### src/rtl/gate_seq_pkg.sv
// gate_seq_pkg
// Shared types and constants for the gate truth-table sequencer:
//   - state_t      : sequencer FSM states
//   - LED_*        : bit positions of the gate block outputs inside dut_leds
//   - NUM_STEPS    : number of input combinations exercised
//   - EXPECTED     : expected {or,and,not_x0,xor} pattern per step
//   - leds_mismatch: compares a captured LED word against its expected value
package gate_seq_pkg;

   typedef enum logic [1:0] {
      IDLE   = 2'd0,
      DRIVE  = 2'd1,
      SAMPLE = 2'd2,
      REPORT = 2'd3
   } state_t;

   localparam int LED_XOR = 0;
   localparam int LED_NOT = 1;
   localparam int LED_AND = 2;
   localparam int LED_OR  = 3;

   localparam int NUM_STEPS = 4;

   // Step k drives x0=k[0], x1=k[1].
   localparam logic [3:0] EXPECTED [0:NUM_STEPS-1] = '{4'b0010, 4'b1001, 4'b1011, 4'b1100};

   // Returns 1 when any named LED differs from its expected level.
   function automatic logic leds_mismatch(input logic [3:0] seen, input logic [3:0] want);
      leds_mismatch = (seen[LED_XOR] != want[LED_XOR]) |
                      (seen[LED_NOT] != want[LED_NOT]) |
                      (seen[LED_AND] != want[LED_AND]) |
                      (seen[LED_OR]  != want[LED_OR]);
   endfunction

endpackage

### src/rtl/gate_truth_sequencer_debounce.sv
// button_debounce
// Stable-count filter: the output level follows the input only after the input
// has differed from the output for DEBOUNCE_CYCLES consecutive samples.
// Ports:
//   clk  - clock
//   rst  - asynchronous active-high reset (output returns low)
//   din  - synchronized button level
//   dout - conditioned button level (registered)
module button_debounce #(
   parameter int DEBOUNCE_CYCLES = 16
) (
   input  logic clk,
   input  logic rst,
   input  logic din,
   output logic dout
);

   localparam int CNT_W = $clog2(DEBOUNCE_CYCLES);

   logic [CNT_W-1:0] cnt_r;
   logic             level_r;

   // Count consecutive samples disagreeing with the accepted level; flip on the last one.
   always_ff @(posedge clk or posedge rst) begin
      if (rst) begin
         cnt_r   <= {CNT_W{1'b0}};
         level_r <= 1'b0;
      end else if (din == level_r) begin
         cnt_r   <= {CNT_W{1'b0}};
      end else if (cnt_r == CNT_W'(DEBOUNCE_CYCLES - 1)) begin
         cnt_r   <= {CNT_W{1'b0}};
         level_r <= din;
      end else begin
         cnt_r   <= cnt_r + {{(CNT_W-1){1'b0}}, 1'b1};
      end
   end

   assign dout = level_r;

endmodule

### src/rtl/gate_truth_sequencer.sv
// gate_truth_sequencer
// Push-button self-test for the two-input gate block: walks (x1,x0) through
// 00,01,10,11, lets each combination settle, captures the four LEDs and
// compares them with the expected truth table.
// Build option: define GATE_SEQ_DEBOUNCE_EN to insert button_debounce between
// the synchronizer and the edge detector.
// Ports:
//   clk       - clock, rising edge
//   rst       - asynchronous active-high reset
//   start_btn - raw push button, high = pressed
//   dut_x0/1  - gate block inputs
//   dut_leds  - gate block outputs [0]=xor [1]=not_x0 [2]=and [3]=or
//   busy      - high from first DRIVE cycle through REPORT
//   done      - one-cycle pulse in REPORT
//   pass      - all steps matched (held until next start)
//   fail_vec  - per-step mismatch flags (held until next start)
//   led_log   - captured LEDs, step k at [4k+3:4k] (held until next start)
module gate_truth_sequencer
   import gate_seq_pkg::*;
#(
   parameter int SETTLE_CYCLES   = 2,
   parameter int DEBOUNCE_CYCLES = 16
) (
   input  logic        clk,
   input  logic        rst,
   input  logic        start_btn,
   output logic        dut_x0,
   output logic        dut_x1,
   input  logic [3:0]  dut_leds,
   output logic        busy,
   output logic        done,
   output logic        pass,
   output logic [3:0]  fail_vec,
   output logic [15:0] led_log
);

   generate
      if (SETTLE_CYCLES < 1 || SETTLE_CYCLES > 255) begin : g_bad_settle
         $error("SETTLE_CYCLES must be in 1..255");
      end
      if (DEBOUNCE_CYCLES < 2) begin : g_bad_debounce
         $error("DEBOUNCE_CYCLES must be at least 2");
      end
   endgenerate

   localparam int CNT_W = $clog2(SETTLE_CYCLES + 1);

   logic             btn_sync1_r, btn_sync2_r;
   logic             btn_cond_s;
   logic             btn_prev_r, btn_rise_r;
   state_t           state_r, state_nxt_s;
   logic [1:0]       step_r;
   logic [1:0]       x_r;
   logic [CNT_W-1:0] cnt_r;
   logic             settle_done_s;
   logic             mismatch_s;
   logic [3:0]       fail_nxt_s;
   logic             pass_r;
   logic [3:0]       fail_vec_r;
   logic [15:0]      led_log_r;
   logic             busy_s, done_s;

   // Two-flop synchronizer for the asynchronous button.
   always_ff @(posedge clk or posedge rst) begin
      if (rst) begin
         btn_sync1_r <= 1'b0;
         btn_sync2_r <= 1'b0;
      end else begin
         btn_sync1_r <= start_btn;
         btn_sync2_r <= btn_sync1_r;
      end
   end

`ifdef GATE_SEQ_DEBOUNCE_EN
   button_debounce #(
      .DEBOUNCE_CYCLES (DEBOUNCE_CYCLES)
   ) u_debounce (
      .clk  (clk),
      .rst  (rst),
      .din  (btn_sync2_r),
      .dout (btn_cond_s)
   );
`else
   assign btn_cond_s = btn_sync2_r;
`endif

   // Registered rising-edge detector on the conditioned button level.
   always_ff @(posedge clk or posedge rst) begin
      if (rst) begin
         btn_prev_r <= 1'b0;
         btn_rise_r <= 1'b0;
      end else begin
         btn_prev_r <= btn_cond_s;
         btn_rise_r <= btn_cond_s & ~btn_prev_r;
      end
   end

   assign settle_done_s = (cnt_r == CNT_W'(SETTLE_CYCLES - 1));

   // Compare the live LEDs against the current step and fold into the flags.
   always_comb begin
      mismatch_s         = leds_mismatch(dut_leds, EXPECTED[step_r]);
      fail_nxt_s         = fail_vec_r;
      fail_nxt_s[step_r] = mismatch_s;
   end

   // FSM state register.
   always_ff @(posedge clk or posedge rst) begin
      if (rst) begin
         state_r <= IDLE;
      end else begin
         state_r <= state_nxt_s;
      end
   end

   // FSM next-state logic; button edges outside IDLE are dropped.
   always_comb begin
      state_nxt_s = state_r;
      case (state_r)
         IDLE:    if (btn_rise_r)     state_nxt_s = DRIVE;  else state_nxt_s = IDLE;
         DRIVE:   if (settle_done_s)  state_nxt_s = SAMPLE; else state_nxt_s = DRIVE;
         SAMPLE:  if (step_r == 2'd3) state_nxt_s = REPORT; else state_nxt_s = DRIVE;
         REPORT:  state_nxt_s = IDLE;
         default: state_nxt_s = IDLE;
      endcase
   end

   // FSM output decode from the state register.
   always_comb begin
      busy_s = 1'b0;
      done_s = 1'b0;
      case (state_r)
         IDLE:    begin busy_s = 1'b0; done_s = 1'b0; end
         DRIVE:   begin busy_s = 1'b1; done_s = 1'b0; end
         SAMPLE:  begin busy_s = 1'b1; done_s = 1'b0; end
         REPORT:  begin busy_s = 1'b1; done_s = 1'b1; end
         default: begin busy_s = 1'b0; done_s = 1'b0; end
      endcase
   end

   // Datapath: step index, gate inputs, settle counter and captured results.
   // pass is resolved on the final SAMPLE edge so it is valid alongside done.
   always_ff @(posedge clk or posedge rst) begin
      if (rst) begin
         step_r     <= 2'd0;
         x_r        <= 2'd0;
         cnt_r      <= {CNT_W{1'b0}};
         pass_r     <= 1'b0;
         fail_vec_r <= 4'd0;
         led_log_r  <= 16'd0;
      end else begin
         case (state_r)
            IDLE: begin
               if (btn_rise_r) begin
                  step_r     <= 2'd0;
                  x_r        <= 2'd0;
                  cnt_r      <= {CNT_W{1'b0}};
                  pass_r     <= 1'b0;
                  fail_vec_r <= 4'd0;
                  led_log_r  <= 16'd0;
               end
            end
            DRIVE: begin
               if (settle_done_s) cnt_r <= {CNT_W{1'b0}};
               else               cnt_r <= cnt_r + {{(CNT_W-1){1'b0}}, 1'b1};
            end
            SAMPLE: begin
               led_log_r[{step_r, 2'b00} +: 4] <= dut_leds;
               fail_vec_r                      <= fail_nxt_s;
               if (step_r != 2'd3) begin
                  step_r <= step_r + 2'd1;
                  x_r    <= step_r + 2'd1;
               end else begin
                  pass_r <= ~|fail_nxt_s;
               end
            end
            REPORT: begin
               step_r <= 2'd0;
            end
            default: begin
               step_r <= 2'd0;
            end
         endcase
      end
   end

   assign dut_x0   = x_r[0];
   assign dut_x1   = x_r[1];
   assign busy     = busy_s;
   assign done     = done_s;
   assign pass     = pass_r;
   assign fail_vec = fail_vec_r;
   assign led_log  = led_log_r;

endmodule

### config.mk
export PLATFORM = sky130hd
export DESIGN_NAME = gate_truth_sequencer
export DESIGN_NICKNAME = d
export VERILOG_FILES = /design/src/rtl/gate_seq_pkg.sv /design/src/rtl/gate_truth_sequencer_debounce.sv /design/src/rtl/gate_truth_sequencer.sv
export SDC_FILE = /design/constraint.sdc
export NUM_CORES = 1
export LEC_CHECK = 0
export CORE_MARGIN = 8
export CORE_UTILIZATION = 50
export DETAILED_ROUTE_END_ITERATION = 6
export HOLD_SLACK_MARGIN = 0.08
export PLACE_DENSITY = 0.84
export RECOVER_POWER = 50
export SLEW_MARGIN = 10
export SYNTH_ARGS = -nofsm -noshare
export SYNTH_HDL_FRONTEND = slang
export SYNTH_HIERARCHICAL = 1
export SYNTH_SLANG_ARGS = --single-unit
### constraint.sdc
create_clock -name clk -period 2.3 [get_ports clk]
set_clock_uncertainty 0.05 [all_clocks]
set_input_delay 0.69 -clock clk [delete_from_list [all_inputs] [get_ports clk]]
set_output_delay 0.69 -clock clk [all_outputs]
set_load 0.05 [all_outputs]
Word level (Yosys, flattened, before mapping) --
Index checks and enable logic that the tools add are counted.
Storage, ports and cells: register bits 33, input port bits 7, output and inout port bits 25, word-level logic and storage cells 78
Operators by class: add/subtract/negate cells 3, $lt $le $gt $ge 3, equality and inequality tests 13, shifts and indexed selects 2, muxes and demuxes 26, bitwise operators 6, reductions and logical operators 14
Operators by type and width (number):
- case mux 16 bit (2 select lines) | 1
- bitwise mux 16 bit | 1
- two-way mux 16 bit | 1
- variable shift 4 x 6 -> 16 bit, first input constant | 1
- indexed part select 4 x 6 -> 16 bit | 1
- two-way mux 4 bit | 3
- two-way mux 2 bit | 5
- AND reduction 3 bit | 3
- binary-select mux 4 bit (select 2 bit) | 1
- inequality test 2 bit, second input constant | 4
- case mux 2 bit (2 select lines) | 2
- case mux 2 bit (4 select lines) | 1
- case mux 4 bit (2 select lines) | 1
- equality test 2 bit, second input constant | 3
- negator 4 -> 6 bit | 1
- case mux 1 bit (2 select lines) | 3
- case mux 2 bit (3 select lines) | 1
- OR reduction 3 bit | 2
- adder 2 x 1 -> 2 bit, second input constant | 2
- bitwise mux 4 bit | 1
- equality test 2 x 1 -> 1 bit, second input constant | 2
- two-way mux 1 bit | 4
- inequality test 1 bit | 4
- AND reduction 2 bit | 2
- 14 further kinds | 17

Longest topological paths before layout --
depth in word-level cells 13, mapped depth 7, mapped depth without buffers 7

Worst setup path after synthesis --
OpenSTA, ideal clock, no wires.
path kind reg2reg, from register step_r[0], to register fail_vec_r[0] (netlist: fail_vec[0]), arrival time 1.795 ns, data required time 2.117 ns, slack 0.322 ns, stages on the path, launching flop included 8, cells stage by stage dfrtp_1 > inv_2 > ha_1 > inv_2 > ha_1 > nand2b_1 > o31ai_1 > o21ai_1
Between the ends: word-level cells in the longest chain between the ends 10, elaborated cells on any way between the ends 18, those cells by class order compare: 2; eq/ne: 4; mux: 7; bitwise: 4; reduce/logical: 1
RTL lines:
- from (decl) | line gate_truth_sequencer.sv:52 | logic [1:0] step_r;
- from (signal assigned) | line gate_truth_sequencer.sv:171 | step_r <= step_r + 2'd1;
- inverter 2 -> 3 bit (not written as such) | line gate_truth_sequencer.sv:102 | mismatch_s = leds_mismatch(dut_leds, EXPECTED[step_r]);
- binary-select mux 4 bit (select 2 bit) | line gate_truth_sequencer.sv:102
- two-way mux 4 bit (not written as such) (2 in series) | line gate_truth_sequencer.sv:102
- inequality test 1 bit (on tied branches) | line gate_seq_pkg.sv:29, gate_seq_pkg.sv:30
- OR 1 bit | line gate_seq_pkg.sv:29 | leds_mismatch = (seen[LED_XOR] != want[LED_XOR]) |
- OR 1 bit | line gate_seq_pkg.sv:30 | (seen[LED_NOT] != want[LED_NOT]) |
- OR 1 bit | line gate_seq_pkg.sv:31 | (seen[LED_AND] != want[LED_AND]) |
- bitwise mux 4 bit (*) | line gate_truth_sequencer.sv:104 | fail_nxt_s[step_r] = mismatch_s;
- case mux 4 bit (2 select lines) (*) | line gate_truth_sequencer.sv:152 | case (state_r)
- to (signal assigned) | line gate_truth_sequencer.sv:169 | fail_vec_r <= fail_nxt_s;
- to (decl) | line gate_truth_sequencer.sv:59 | logic [3:0] fail_vec_r;
Mark *: on every way between the ends. The rest lies on a longest branch, timed or not. The select of a mux whose other input is x is not followed. A chain may end at the register's enable or synchronous reset.

Worst setup path after layout --
from register led_log_r[5] (netlist: led_log[5]), to output port led_log[5]
RTL lines:
- from (decl) | line gate_truth_sequencer.sv:60 | logic [15:0] led_log_r;
- from (signal, indexed assignment) | line gate_truth_sequencer.sv:168 | led_log_r[{step_r, 2'b00} +: 4] <= dut_leds;
- to (decl) | line gate_truth_sequencer.sv:34 | output logic [15:0] led_log
No word-level cell between the ends.

==> impl_metrics.yaml <==
placed_design:
  place_area_sq_um: 1950
  place_congestion: 0.872
  io_buffers: 31
  dpl.hpwl_mm: 2.75
  dp_cells: 200
sta:
  final_max_slew_viol_count: 0
  rsz0062_at_grt: "false"
  hold_viol: 0
  slew_headroom: 0.442
  min_period_ps: 2270
  fin_tns_setup_ps: 0
  setup_viol: 0
  fmax_mhz: 440
  min_period_over_period: 0.987
  tightest_slew_ps: 837
logic_synthesis:
  synth_cell_types: 31
  netlist_top_cells_area: "dfrtp_1 (53%), a22o_1 (11%), ha_1 (7.3%), nor2b_1 (2.8%), nand2_1 (2.4%)"
  synth_flop_cell: "dfrtp_1"
  ys_ff_latch: 33
  yosysWarnings: 6
  synthCells: 133
  synth.cell_area_sq_um: 1550
  async_reset_ff_frac: 1.00
  yosys.area.top_type: "dfrtp_1"
  syn_avg_cell_area_sq_um: 11.7
  synth_top_cell_area_share: 0.532
  synth_edf_count: 0
  synth_seq_area_share: 0.532
  synth_nets: 149
detailed_routing:
  drc_errors: 0
  vias: 1187
  wirelength_mm: 3.75
  drt_iter0_markers: 163
  wl_met3_um: 162
  antenna_left: 0
  wl_met1_mm: 1.71
  avgRoutedWirePerCell_um: 18.0
  viasPerCell: 5.71
  dr.pass1.iters: 4
  wl_met2_mm: 1.81
  top_layer_used: "met4"
cts:
  numCtsBuffers: 5
  cts_max_level: 2
  clk-insertion-delay-late_ps: 330
  cts_setup_buffers: 0
  clockBufferDepth: 2
  cts_tree: "done"
  numClockSinks: 33
  cts_resized: 0
  cts.clk_slew.worst_paths_ps: 110
  cts_hold_buf: 0
  cts-root-buf: "clkbuf_4"
global_routing:
  grt_pass1_vias: 1308
  antenna_found_initial: 0
  grt_max_degree: 34
  grt_remaining_overflow: 0
  grt_util_all_layers: 0.156
  grt_pass1_wl_mm: 6.33
setup_path:
  critical_path_arrival_ps: 1530
  path_cells: "clkdlybuf4s50_1"
  crit_buf_inv: 1
  required_ps: 1560
  path_class: "reg -> out"
  cp_max_fo: 2
  slowest_delay_ps: 810
  crit_slowest_cell: "clkdlybuf4s50_1"
  cp_top_family: "buffers and inverters"
  endpoint_kind: "output pin"
  crit_path_start_kind: "register"
floorplanning:
  rows: 20
  dieArea_sq_um: 5140
  core_area_sq_um: 3000
  start_util: 0.517
  ios: 32
  die_h_um: 71.7
  die_w_um: 71.7
cells_and_area:
  antennaDiodeCount: 0
  nets: 190
  layoutNonFillerInstCount: 208
  nFillCells: 231
  drive_above_1_share: 0.137
  design_area_sq_um: 2050
  syn_to_final_growth_pct: 31.9
  finalCoreUtilization: 0.681
power_and_ir_drop:
  power.density_nw_per_um2: 1120
  irDropWorstVdd_mv: 0.628
  total_power_mw: 2.29
  p_leak_nw: 1.14
min_path:
  hold_path_class: "reg -> reg"
run:
  cap_violations: 0
status:
  status: "completed"
==> metal layers <==
layer | vias to the layer above | GRT usage
li1 | 562 | -
met1 | 587 | 0.189
met2 | 30 | 0.241
met3 | 8 | 0.0488
met4 | 0 | 0.0862
met5 | - | 0
==> power by group <==
group / leakage, nW / internal, mW / switching, mW / total, mW
Combinational: 0.646 / 0.388 / 0.675 / 1.06
Clock: 0.0455 / 0.260 / 0.205 / 0.465
Sequential: 0.444 / 0.675 / 0.0837 / 0.758
Total: 1.14 / 1.32 / 0.964 / 2.29
==> cell type report <==
class	count	area, sq um	area share
clock inverter	1	30.0	0.0147
sequential	33	826	0.404
timing repair buffer	38	390	0.191
multi-input combinational	91	684	0.335
inverter	5	18.8	0.00917
tap	33	41.3	0.0202
clock buffer	7	55.1	0.0269
==> flip-flops by register name (all words and copies together), names as in the netlist <==
name and cells:
state_r 2, btn_sync1_r 1, step_r 2, btn_cond_s 1, btn_prev_r 1, led_log 16
fail_vec 4, x_r 2, btn_rise_r 1, cnt_r 2, pass 1
==> synth_stat cells (2+ instances only) <==
library cell / number
dfrtp_1: 33
a22o_1: 19
nand2_1: 10
ha_1: 9
nor2b_1: 7
nand2b_1: 6
o21ai_0: 5
o21ai_1: 5
a21o_1: 4
buf_2: 3
inv_1: 3
nor3_1: 3
xor2_1: 3
a22oi_1: 2
a32o_1: 2
inv_2: 2
nor2_1: 2
o22ai_1: 2
==> per-stage QoR <==
step | hold slack [ps] | worst slack (ps)
4_1_cts | 324 | 4.65
6_report | 319 | 29.2
2_1_floorplan | 281 | 322
3_5_place_dp | 305 | -4.53
5_1_grt | 325 | 0.682
3_3_place_gp | 292 | 50.2
==> cell usage in the layout (no fill, tap or decap), drive strengths merged, types with 3 or more instances in the layout <==
master         count
nand2             10
dlymetal6s2s      11
inv                5
a22o              19
clkbuf            10
o21ai             10
a21o               4
buf               10
ha                 9
nor3               3
clkdlybuf4s50     12
dfrtp             33
nand2b             6
nor2b              7
xor2               3
==> path summary, 6_finish.rpt <==
check / depth (start not counted) / from / endpoint / slack (ps)
min: 0 / btn_sync1_r / btn_cond_s / 320
max in group asynchronous: 3 / rst / fail_vec[2] / 700
min in group asynchronous: 3 / rst / led_log[3] / 960
max reg2reg: 5 / step_r[0] / fail_vec[1] / 200
min reg2reg: 0 / btn_sync1_r / btn_cond_s / 320
max: 1 / led_log[5] / led_log[5] / 30
==> kinds of logic (layout without fill, tap and decap cells) <==
logic type      after synthesis  after routing  share of synthesized area
compound gates               42             42                      0.205
xor+xnor                      3              3                     0.0169
fa+ha+maj                     9              9                     0.0726
buf+inv                       9             51                     0.0242
flops                        33             33                      0.532
mux                           1              1                    0.00645
simple gates                 36             36                      0.143
Note: power is estimated with default switching activity, not from simulation.
